--- src/rtl/board_line_clear_if.sv ---
// -----------------------------------------------------------------------------
// board_line_clear_if
//   Groups the request/status handshake and the board BRAM port of the
//   line-clear engine.
//
//   Signals
//     i_Start          request pulse from the game FSM
//     o_Busy           engine is working on the board
//     o_Done           one-cycle completion pulse
//     o_Lines_Cleared  rows removed by the last operation
//     o_Rd_Addr        BRAM read address
//     i_Rd_Data        BRAM read data, one cycle after o_Rd_Addr
//     o_Wr_Addr        BRAM write address
//     o_Wr_Data        BRAM write data
//     o_Wr_En          BRAM write strobe
//
//   Modports
//     master : game FSM plus BRAM side (drives start and read data)
//     slave  : the line-clear engine
// -----------------------------------------------------------------------------
interface board_line_clear_if #(
   parameter int ADDR_W = 11
);
   logic              i_Start;
   logic              o_Busy;
   logic              o_Done;
   logic [4:0]        o_Lines_Cleared;
   logic [ADDR_W-1:0] o_Rd_Addr;
   logic [15:0]       i_Rd_Data;
   logic [ADDR_W-1:0] o_Wr_Addr;
   logic [15:0]       o_Wr_Data;
   logic              o_Wr_En;

   modport master (
      output i_Start, i_Rd_Data,
      input  o_Busy, o_Done, o_Lines_Cleared, o_Rd_Addr, o_Wr_Addr, o_Wr_Data, o_Wr_En
   );

   modport slave (
      input  i_Start, i_Rd_Data,
      output o_Busy, o_Done, o_Lines_Cleared, o_Rd_Addr, o_Wr_Addr, o_Wr_Data, o_Wr_En
   );
endinterface

--- src/rtl/board_line_clear.sv ---
// -----------------------------------------------------------------------------
// board_line_clear
//   Post-lock line-clear engine for the playfield tile map in the board BRAM.
//   On a start request it scans rows bottom to top, drops every full row,
//   compacts the surviving rows downward, fills the vacated top rows with
//   EMPTY_TILE and reports how many rows were removed.
//
//   Ports
//     i_Clk    system clock
//     i_Rst_L  asynchronous active-low reset (aborts any operation; the board
//              is then left partially updated)
//     bus      board_line_clear_if.slave: start/busy/done/line count and the
//              BRAM read and write ports
// -----------------------------------------------------------------------------
module board_line_clear #(
   parameter int         ROWS       = 15,
   parameter int         COLS       = 12,
   parameter int         ROW_STRIDE = 16,
   parameter int         BASE_ADDR  = 0,
   parameter logic [3:0] EMPTY_TILE = 4'hF,
   parameter int         ADDR_W     = 11
) (
   input logic               i_Clk,
   input logic               i_Rst_L,
   board_line_clear_if.slave bus
);

   localparam int WPR    = COLS / 4;             // 16-bit words per row
   localparam int ROW_W  = $clog2(ROWS + 1) + 1;  // signed: rows may step to -1
   localparam int WCNT_W = $clog2(WPR + 1);       // counts 0..WPR

   typedef enum logic [2:0] {S_IDLE, S_RD, S_EVAL, S_WR, S_FILL, S_DONE} state_t;

   state_t                    state_reg;
   logic signed [ROW_W-1:0]   src_reg;
   logic signed [ROW_W-1:0]   dst_reg;
   logic        [WCNT_W-1:0]  word_reg;
   logic        [15:0]        row_buf [WPR];
   logic        [4:0]         lines_reg;
   logic                      busy_reg;
   logic                      done_reg;
   logic                      wr_en_reg;
   logic        [ADDR_W-1:0]  rd_addr_reg;
   logic        [ADDR_W-1:0]  wr_addr_reg;
   logic        [15:0]        wr_data_reg;

   // Full-row detection: every nibble of the buffered row must be occupied.
   logic [WPR*4-1:0] nib_ok;
   logic             row_full;

   genvar gi;
   generate
      for (gi = 0; gi < WPR * 4; gi++) begin : g_nib
         assign nib_ok[gi] = (row_buf[gi / 4][(gi % 4) * 4 +: 4] != EMPTY_TILE);
      end
   endgenerate

   assign row_full = &nib_ok;

   // Row pointers after finishing the current row. A full row only moves the
   // source; a surviving row (kept in place or copied) moves both.
   logic signed [ROW_W-1:0] adv_src;
   logic signed [ROW_W-1:0] adv_dst;
   logic                    do_advance;

   always_comb begin
      adv_src    = src_reg - ROW_W'(1);
      adv_dst    = (state_reg == S_EVAL && row_full) ? dst_reg : dst_reg - ROW_W'(1);
      do_advance = 1'b0;
      if (state_reg == S_EVAL)
         do_advance = row_full || (dst_reg == src_reg);
      else if (state_reg == S_WR)
         do_advance = (word_reg == WCNT_W'(WPR - 1));
   end

   function automatic logic [ADDR_W-1:0] row_addr(input logic signed [ROW_W-1:0] row,
                                                  input logic [WCNT_W-1:0] word);
      return ADDR_W'(BASE_ADDR + int'(row) * ROW_STRIDE + int'(word));
   endfunction

   always_ff @(posedge i_Clk or negedge i_Rst_L) begin
      if (!i_Rst_L) begin
         state_reg   <= S_IDLE;
         src_reg     <= '0;
         dst_reg     <= '0;
         word_reg    <= '0;
         lines_reg   <= '0;
         busy_reg    <= 1'b0;
         done_reg    <= 1'b0;
         wr_en_reg   <= 1'b0;
         rd_addr_reg <= '0;
         wr_addr_reg <= '0;
         wr_data_reg <= '0;
         for (int i = 0; i < WPR; i++) row_buf[i] <= '0;
      end else begin
         unique case (state_reg)
            S_IDLE: begin
               if (bus.i_Start) begin
                  lines_reg   <= '0;
                  src_reg     <= ROW_W'(ROWS - 1);
                  dst_reg     <= ROW_W'(ROWS - 1);
                  word_reg    <= '0;
                  busy_reg    <= 1'b1;
                  rd_addr_reg <= row_addr(ROW_W'(ROWS - 1), '0);
                  state_reg   <= S_RD;
               end
            end

            // word_reg = cycle index within the read burst. Address k is on
            // the bus in cycle k; its data is captured at the end of cycle k+1.
            S_RD: begin
               if (word_reg != '0)
                  row_buf[word_reg - WCNT_W'(1)] <= bus.i_Rd_Data;
               if (word_reg < WCNT_W'(WPR - 1))
                  rd_addr_reg <= row_addr(src_reg, word_reg + WCNT_W'(1));
               if (word_reg == WCNT_W'(WPR))
                  state_reg <= S_EVAL;
               else
                  word_reg <= word_reg + WCNT_W'(1);
            end

            S_EVAL: begin
               if (row_full) begin
                  if (lines_reg != 5'(ROWS))
                     lines_reg <= lines_reg + 5'd1;
               end else if (dst_reg != src_reg) begin
                  word_reg    <= '0;
                  wr_en_reg   <= 1'b1;
                  wr_addr_reg <= row_addr(dst_reg, '0);
                  wr_data_reg <= row_buf[0];
                  state_reg   <= S_WR;
               end
            end

            S_WR: begin
               if (word_reg != WCNT_W'(WPR - 1)) begin
                  word_reg    <= word_reg + WCNT_W'(1);
                  wr_addr_reg <= row_addr(dst_reg, word_reg + WCNT_W'(1));
                  wr_data_reg <= row_buf[word_reg + WCNT_W'(1)];
               end else begin
                  wr_en_reg <= 1'b0;
               end
            end

            // dst_reg walks up from the lowest vacated row to row 0.
            S_FILL: begin
               if (word_reg != WCNT_W'(WPR - 1)) begin
                  word_reg    <= word_reg + WCNT_W'(1);
                  wr_addr_reg <= row_addr(dst_reg, word_reg + WCNT_W'(1));
               end else if (dst_reg == '0) begin
                  wr_en_reg <= 1'b0;
                  done_reg  <= 1'b1;
                  busy_reg  <= 1'b0;
                  state_reg <= S_DONE;
               end else begin
                  dst_reg     <= dst_reg - ROW_W'(1);
                  word_reg    <= '0;
                  wr_addr_reg <= row_addr(dst_reg - ROW_W'(1), '0);
               end
            end

            S_DONE: begin
               done_reg  <= 1'b0;
               state_reg <= S_IDLE;
            end

            default: state_reg <= S_IDLE;
         endcase

         // Shared exit from EVAL and the last WR word: step the pointers and
         // pick the next phase. Overrides the assignments made above.
         if (do_advance) begin
            src_reg  <= adv_src;
            dst_reg  <= adv_dst;
            word_reg <= '0;
            if (adv_src[ROW_W-1]) begin
               if (!adv_dst[ROW_W-1]) begin
                  wr_en_reg   <= 1'b1;
                  wr_addr_reg <= row_addr(adv_dst, '0);
                  wr_data_reg <= {4{EMPTY_TILE}};
                  state_reg   <= S_FILL;
               end else begin
                  done_reg  <= 1'b1;
                  busy_reg  <= 1'b0;
                  state_reg <= S_DONE;
               end
            end else begin
               rd_addr_reg <= row_addr(adv_src, '0);
               state_reg   <= S_RD;
            end
         end
      end
   end

   assign bus.o_Busy          = busy_reg;
   assign bus.o_Done          = done_reg;
   assign bus.o_Lines_Cleared = lines_reg;
   assign bus.o_Rd_Addr       = rd_addr_reg;
   assign bus.o_Wr_Addr       = wr_addr_reg;
   assign bus.o_Wr_Data       = wr_data_reg;
   assign bus.o_Wr_En         = wr_en_reg;

endmodule

--- src/flat_wrapper.sv ---
// flat-port wrapper written by rule: the top's interface ports become plain ports
module board_line_clear_flat 
#(
   parameter int         ROWS       = 15,
   parameter int         COLS       = 12,
   parameter int         ROW_STRIDE = 16,
   parameter int         BASE_ADDR  = 0,
   parameter logic [3:0] EMPTY_TILE = 4'hF,
   parameter int         ADDR_W     = 11
)
  (i_Clk, i_Rst_L, bus_i_Start, bus_i_Rd_Data, bus_o_Busy, bus_o_Done, bus_o_Lines_Cleared, bus_o_Rd_Addr, bus_o_Wr_Addr, bus_o_Wr_Data, bus_o_Wr_En);
  board_line_clear_if #(.ADDR_W(ADDR_W)) bus_i ();
  input logic i_Clk;
  input logic i_Rst_L;
  input wire logic [$bits(bus_i.i_Start)-1:0] bus_i_Start;
  input wire logic [$bits(bus_i.i_Rd_Data)-1:0] bus_i_Rd_Data;
  output wire logic [$bits(bus_i.o_Busy)-1:0] bus_o_Busy;
  output wire logic [$bits(bus_i.o_Done)-1:0] bus_o_Done;
  output wire logic [$bits(bus_i.o_Lines_Cleared)-1:0] bus_o_Lines_Cleared;
  output wire logic [$bits(bus_i.o_Rd_Addr)-1:0] bus_o_Rd_Addr;
  output wire logic [$bits(bus_i.o_Wr_Addr)-1:0] bus_o_Wr_Addr;
  output wire logic [$bits(bus_i.o_Wr_Data)-1:0] bus_o_Wr_Data;
  output wire logic [$bits(bus_i.o_Wr_En)-1:0] bus_o_Wr_En;
  assign bus_i.i_Start = bus_i_Start;
  assign bus_i.i_Rd_Data = bus_i_Rd_Data;
  assign bus_o_Busy = bus_i.o_Busy;
  assign bus_o_Done = bus_i.o_Done;
  assign bus_o_Lines_Cleared = bus_i.o_Lines_Cleared;
  assign bus_o_Rd_Addr = bus_i.o_Rd_Addr;
  assign bus_o_Wr_Addr = bus_i.o_Wr_Addr;
  assign bus_o_Wr_Data = bus_i.o_Wr_Data;
  assign bus_o_Wr_En = bus_i.o_Wr_En;
  board_line_clear #(.ROWS(ROWS), .COLS(COLS), .ROW_STRIDE(ROW_STRIDE), .BASE_ADDR(BASE_ADDR), .EMPTY_TILE(EMPTY_TILE), .ADDR_W(ADDR_W)) u_core (.i_Clk(i_Clk), .i_Rst_L(i_Rst_L), .bus(bus_i));
endmodule
--- config.mk ---
export PLATFORM = sky130hd
export DESIGN_NAME = board_line_clear_flat
export DESIGN_NICKNAME = d
export VERILOG_FILES = /design/src/rtl/board_line_clear_if.sv /design/src/rtl/board_line_clear.sv /design/src/flat_wrapper.sv
export SDC_FILE = /design/constraint.sdc
export NUM_CORES = 1
export LEC_CHECK = 0
export ABC_CLOCK_PERIOD_IN_PS = 2700
export CORE_UTILIZATION = 52
export DETAILED_ROUTE_END_ITERATION = 12
export GPL_ROUTABILITY_DRIVEN = 0
export PLACE_DENSITY = 0.77
export SLEW_MARGIN = 10
export SYNTH_ARGS = -nofsm -noshare
export SYNTH_HDL_FRONTEND = slang
export SYNTH_SLANG_ARGS = --single-unit
--- constraint.sdc ---
create_clock -name i_Clk -period 2.7 [get_ports i_Clk]
set_input_delay 0.54 -clock i_Clk [delete_from_list [all_inputs] [get_ports i_Clk]]
set_output_delay 0.54 -clock i_Clk [all_outputs]
set_load 0.02 [all_outputs]
Yosys cells after proc, flatten, opt, wreduce, memory -nomap -nowiden. Index checks and enable logic that the tools add are counted.

Register bits: 109. Bits of input ports: 19. Output and inout bits: 46. Logic and storage cells: 164.

Add/sub/neg operators: 7. Order comparisons: 4. Equality and inequality tests: 37. Mux-type cells: 82. Bitwise operators: 2. Reduce and logical (&&, ||, !) cells: 18.

Operators with widths (number): $mux 16 (9); $mux 11 (12); $mux 5 (10); $bwmux 48 (1); $ne 4x4->1 const B (12); $pmux 11 s3 (1); $bmux 16 s2 (1); $demux 16 s2 (1); $pmux 16 s2 (1); $mux 3 (8); $mux 1 (22); $pmux 11 s2 (1); $add 9x3->10 (2); $pmux 5 s2 (2); $ne 3x2->1 const B (6); $mux 2 (8); $pmux 3 s5 (1); $reduce_and 7->1 (2); $reduce_and 12->1 (1); $pmux 2 s5 (1); $sub 5x2->5 const B (2); $reduce_and 4->1 (2); $reduce_bool 2->1 (4); $eq 3x2->1 const B (2); 27 further kinds (38).

Longest topological paths before layout.
Depth in word-level cells: 10. Gate-level depth with buffers: 12. Gate-level depth less buffers: 8.

Worst setup path before layout. No wires, ideal clock.

Path type: reg2reg. From: register u_core.word_reg[0]. To: register u_core.wr_data_reg[5] (netlist: u_core.bus.o_Wr_Data[5]). Library setup time: 90 ps. Arrival: 2800 ps. Data required time: 2610 ps. Path slack: -190 ps. Stages on the path, launching flop included: 13. Path buffers: 5. Clock period less this slack: 2890 ps. Cell sequence: dfrtp_1 buf_2 buf_1 inv_1 ha_1 clkbuf_1 and2_1 clkbuf_1 clkbuf_1 nand2_1 o21ai_0 mux2i_1 o2111ai_1.

Word-level cells in the longest chain between the ends: 10. Elaborated cells on any way between the ends: 14. Classes of those cells: 1 x add/sub; 2 x eq/ne; 10 x mux; 1 x bitwise.

Ends and longest elaborated chain: start, declared (RTL line board_line_clear.sv:37) `logic [WCNT_W-1:0] word_reg;`; start signal, assigned (RTL line board_line_clear.sv:119) `word_reg <= word_reg + WCNT_W'(1);`; start signal, assigned (RTL line board_line_clear.sv:137) `word_reg <= word_reg + WCNT_W'(1);`; start signal, assigned (RTL line board_line_clear.sv:148) `word_reg <= word_reg + WCNT_W'(1);`; $add 2x1->2 (RTL line board_line_clear.sv:139) `wr_data_reg <= row_buf[word_reg + WCNT_W'(1)];`; $not 2->3 (not written as such) (RTL line board_line_clear.sv:139); $bmux 16 s2 (RTL line board_line_clear.sv:139); $mux 16 (not written as such) (2 in a row) (RTL line board_line_clear.sv:139); $mux 16 (RTL line board_line_clear.sv:136) `if (word_reg != WCNT_W'(WPR - 1)) begin`; $pmux 16 s2 (RTL line board_line_clear.sv:96) `unique case (state_reg)`; $mux 16 (RTL line board_line_clear.sv:177) `if (!adv_dst[ROW_W-1]) begin`; $mux 16 (RTL line board_line_clear.sv:176) `if (adv_src[ROW_W-1]) begin`; $mux 16 (*) (RTL line board_line_clear.sv:172) `if (do_advance) begin`; end signal, assigned (RTL line board_line_clear.sv:130) `wr_data_reg <= row_buf[0];`; end signal, assigned (RTL line board_line_clear.sv:139); end signal, assigned (RTL line board_line_clear.sv:180) `wr_data_reg <= {4{EMPTY_TILE}};`; end, declared (RTL line board_line_clear.sv:45) `logic [15:0] wr_data_reg;`.

Mark *: on every way between the ends. The rest lies on a longest branch, timed or not. The select of a mux whose other input is x is not followed. A chain may end at the register's enable or synchronous reset.

Worst setup path after layout.
From: register u_core.dst_reg[1]. To: register u_core.wr_data_reg[9] (netlist: u_core.bus.o_Wr_Data[9]).

Word-level cells in the longest chain between the ends: 7. Elaborated cells on any way between the ends: 12. Classes of those cells: 1 x add/sub; 2 x eq/ne; 8 x mux; 1 x reduce/logical.

Ends and longest elaborated chain: start, declared (RTL line board_line_clear.sv:36) `logic signed [ROW_W-1:0] dst_reg;`; start signal, assigned (RTL line board_line_clear.sv:101) `dst_reg <= ROW_W'(ROWS - 1);`; start signal, assigned (RTL line board_line_clear.sv:156) `dst_reg <= dst_reg - ROW_W'(1);`; start signal, assigned (RTL line board_line_clear.sv:174) `dst_reg <= adv_dst;`; $ne 5x5->1 (RTL line board_line_clear.sv:126) `end else if (dst_reg != src_reg) begin`; $mux 16 (RTL line board_line_clear.sv:126); $mux 16 (RTL line board_line_clear.sv:123) `if (row_full) begin`; $pmux 16 s2 (RTL line board_line_clear.sv:96); $mux 16 (RTL line board_line_clear.sv:177); $mux 16 (RTL line board_line_clear.sv:176); $mux 16 (*) (RTL line board_line_clear.sv:172).

Mark *: on every way between the ends. The rest lies on a longest branch, timed or not.

==> flow_summary.toml <==
[status]
status = "finished, final reports clean"

[clocking]
clkTransAtPathRegs_ns = 0.07
cts.sinks = 109
clk_path_buf_depth = 2
cts_tree = "done"
worstSkewPairLatency_ns = 0.36
post_cts_resized = 0
cts_root_buf = "clkbuf_16"
cts_max_level = 3
cts_setup_buffers = 0
ctsHoldBuffers = 0
cts_buffers = 9

[floorplanning]
die-width_um = 110
io_pins = 65
die_y_um = 110
fp.coreArea_um2 = 11100
fp-row-count = 38
initial_utilization_pct = 54.3
dieArea_um2 = 12000

[setup_path]
arrival_ns = 2.78
critPathMaxFanout = 16
start_kind = "register"
critPathKind = "register to register"
cp_num_buf_inv = 1
cpPeakStageDelay_ns = 0.85
cp-end-kind = "register"
crit_chain = "buf_4 -> xnor2_1 -> and3_1 -> nand2_1 -> a21oi_1 -> o21ai_0 -> o2111ai_1"
cp.required_ns = 2.96
cp_top_family = "compound AO/OA/AOI/OAI gates"
crit_path_top_delay_cell = "a21oi_1"

[sta]
finalSetupViolations = 0
period_minus_slack_ns = 2.53
slew_headroom_pct = 29.0
skew_ns = 0.00641
fmax_ghz = 0.396
worst_hold_slack_ns = 0.0773
finalHoldViolCount = 0
worst_pin_slew_ns = 1.07
period_share_pct = 93.6
fin_setup_tns_ns = 0
rsz0062_at_grt = "false"
slew_viol_final = 0

[placed_design]
io_buffers = 64
hpwl_mm = 11.0
dp_cells = 778

[synthesis]
syn_area_per_cell_um2 = 10.3
synthTopCellsByArea = "dfrtp_1 45%, mux2_2 9.4%, mux2i_1 6.2%"
syn_inst = 586
ys_ff_latch = 109
yosysTopAreaCell = "dfrtp_1"
syn_nets = 617
ys_warn_count = 0
synth_cell_types = 68
seq_area_frac_synth_pct = 45.3
synth_ff_type = "dfrtp_1"
synth_edf_count = 0
synthArstFlopShare_pct = 100
netlist_area_um2 = 6020
yosysTopAreaCellShare_pct = 45.3

[power]
power_density_nw_per_um2 = 1200
p_leak_nw = 3.00
ir_drop_mv = 0.975

[layout]
fillerInstances = 902
area_delta_synth_final_pct = 19.5
layoutNonFillerInstCount = 793
antenna_cells = 0
multiInputGateArea_um2 = 3080
top_register = "u_core.row_buf"
fin_nets = 680
largest_reg_flops = 48
seqCellArea_um2 = 2730
layout-drive-gt1-share_pct = 16.5

[route]
drc = 0
vias = 5006
antenna_left = 0
drt_first_pass_iters = 5
viasPerCell = 6.31
wl_mm = 15.4
wl_per_cell_um = 19.5
drt_iter0_markers = 332

[worst_hold_path]
min_path_type = "input pin to async pin"

[global_route]
grt_pass1_vias = 5043
grtUsageTotal_pct = 28.1
grt_max_degree = 42
grt.overflow.total = 0
grt_pass1_wl_mm = 25.8
antenna_found_initial = 0

[run]
drv_cap = 0
## where the power goes
group	total, mW	switching, mW	internal [mW]
Combinational	4.26	2.37	1.89
Clock	1.43	0.610	0.817
Sequential	2.96	0.662	2.30
## area by class of cell
cell class                 instances  share of cell area [%]
sequential                       109                    37.9
clock inverter                     6                    1.32
tap                              140                    2.44
clock buffer                       9                    3.13
timing repair buffer              89                    11.7
multi-input combinational        425                    42.8
inverter                          15                   0.783
## worst reg2reg max path, delay by kind of cell (launching register included)
family | cells | cell delay, ns
AO/OA/AOI/OAI | 3 | 1.32
XOR/XNOR | 1 | 0.23
buffers and inverters | 1 | 0.18
flip-flops | 1 | 0.38
AND/OR/NAND/NOR | 2 | 0.33
## cell usage after synthesis, drive strengths merged, types with 3 or more instances
| cell | number |
|---|---|
| and4 | 3 |
| o31a | 3 |
| clkbuf | 22 |
| o21ai | 62 |
| buf | 15 |
| o2bb2ai | 4 |
| xor2 | 5 |
| or3 | 6 |
| a21oi | 25 |
| o211ai | 3 |
| nor4 | 3 |
| and2 | 3 |
| a21boi | 4 |
| inv | 15 |
| ha | 12 |
| mux2 | 50 |
| nor2b | 4 |
| a22oi | 5 |
| o31ai | 5 |
| mux2i | 37 |
| and3b | 3 |
| o22ai | 5 |
| nand2 | 64 |
| dfrtp | 109 |
| xnor2 | 3 |
| a21o | 4 |
| nand3 | 7 |
| a221oi | 4 |
| o2111ai | 16 |
| and3 | 6 |
| nand4 | 19 |
| nor2 | 17 |
| nor3 | 4 |
| nand2b | 8 |
| nor3b | 4 |
## per-layer routing
metal	up-vias	wire, um	track usage (%)
met5	-	0	0
met4	0	402	9.62
met3	36	858	5.99
met2	198	7600	47.1
met1	2484	6570	36.1
li1	2288	-	-
## cell families after synthesis
| group | Yosys count | synth area share [%] |
|---|---|---|
| AOI/OAI and AO/OA | 160 | 18.0 |
| xor gates and xnor gates | 8 | 1.16 |
| adders and majority gates | 12 | 2.49 |
| buffers and inverters | 52 | 3.60 |
| DFF | 109 | 45.3 |
| muxes | 87 | 15.5 |
| and+or+nand+nor | 158 | 14.0 |
## stage by stage
step,power (mW),util (%),cell area (um2),setup slack (ns)
detailed placement,7.18,62.0,6870,0.332
global placement,7.02,62.0,6870,0.408
finish,8.65,64.9,7190,0.174
floorplan,5.76,-,6020,0.0339
CTS,8.66,64.9,7190,0.196
global route,9.24,64.9,7190,0.0494
## path summary, 6_finish.rpt
path	cells past startpoint	slack [ns]	endpoint	startpoint
setup reg to reg	7	0.17	u_core.bus.o_Wr_Data[9]$_DFF_PN0_	u_core.dst_reg[1]$_DFFE_PN0P_
hold / removal	1	0.08	u_core.bus.o_Rd_Addr[8]$_DFF_PN0_	i_Rst_L
max in group asynchronous	2	1.99	u_core.bus.o_Wr_Data[0]$_DFF_PN0_	i_Rst_L
min in group i_Clk	1	0.52	u_core.bus.o_Wr_Addr[2]$_DFF_PN0_	u_core.bus.o_Wr_Addr[2]$_DFF_PN0_
hold reg to reg	1	0.52	u_core.bus.o_Wr_Addr[2]$_DFF_PN0_	u_core.bus.o_Wr_Addr[2]$_DFF_PN0_
setup / recovery	7	0.17	u_core.bus.o_Wr_Data[9]$_DFF_PN0_	u_core.dst_reg[1]$_DFFE_PN0P_
## layout by cell type (no fill, tap or decap), types with 9 or more instances in the layout
cell / n
mux2i_1: 37
buf_4: 25
mux2_2: 50
clkdlybuf4s50_1: 63
inv_1: 15
clkbuf_16: 9
a21oi_1: 24
dfrtp_1: 109
ha_1: 12
o2111ai_1: 16
o21ai_0: 59
nand4_1: 19
nand2_1: 64
nor2_1: 16
No activity file was read; power rests on OpenSTA's default activity.
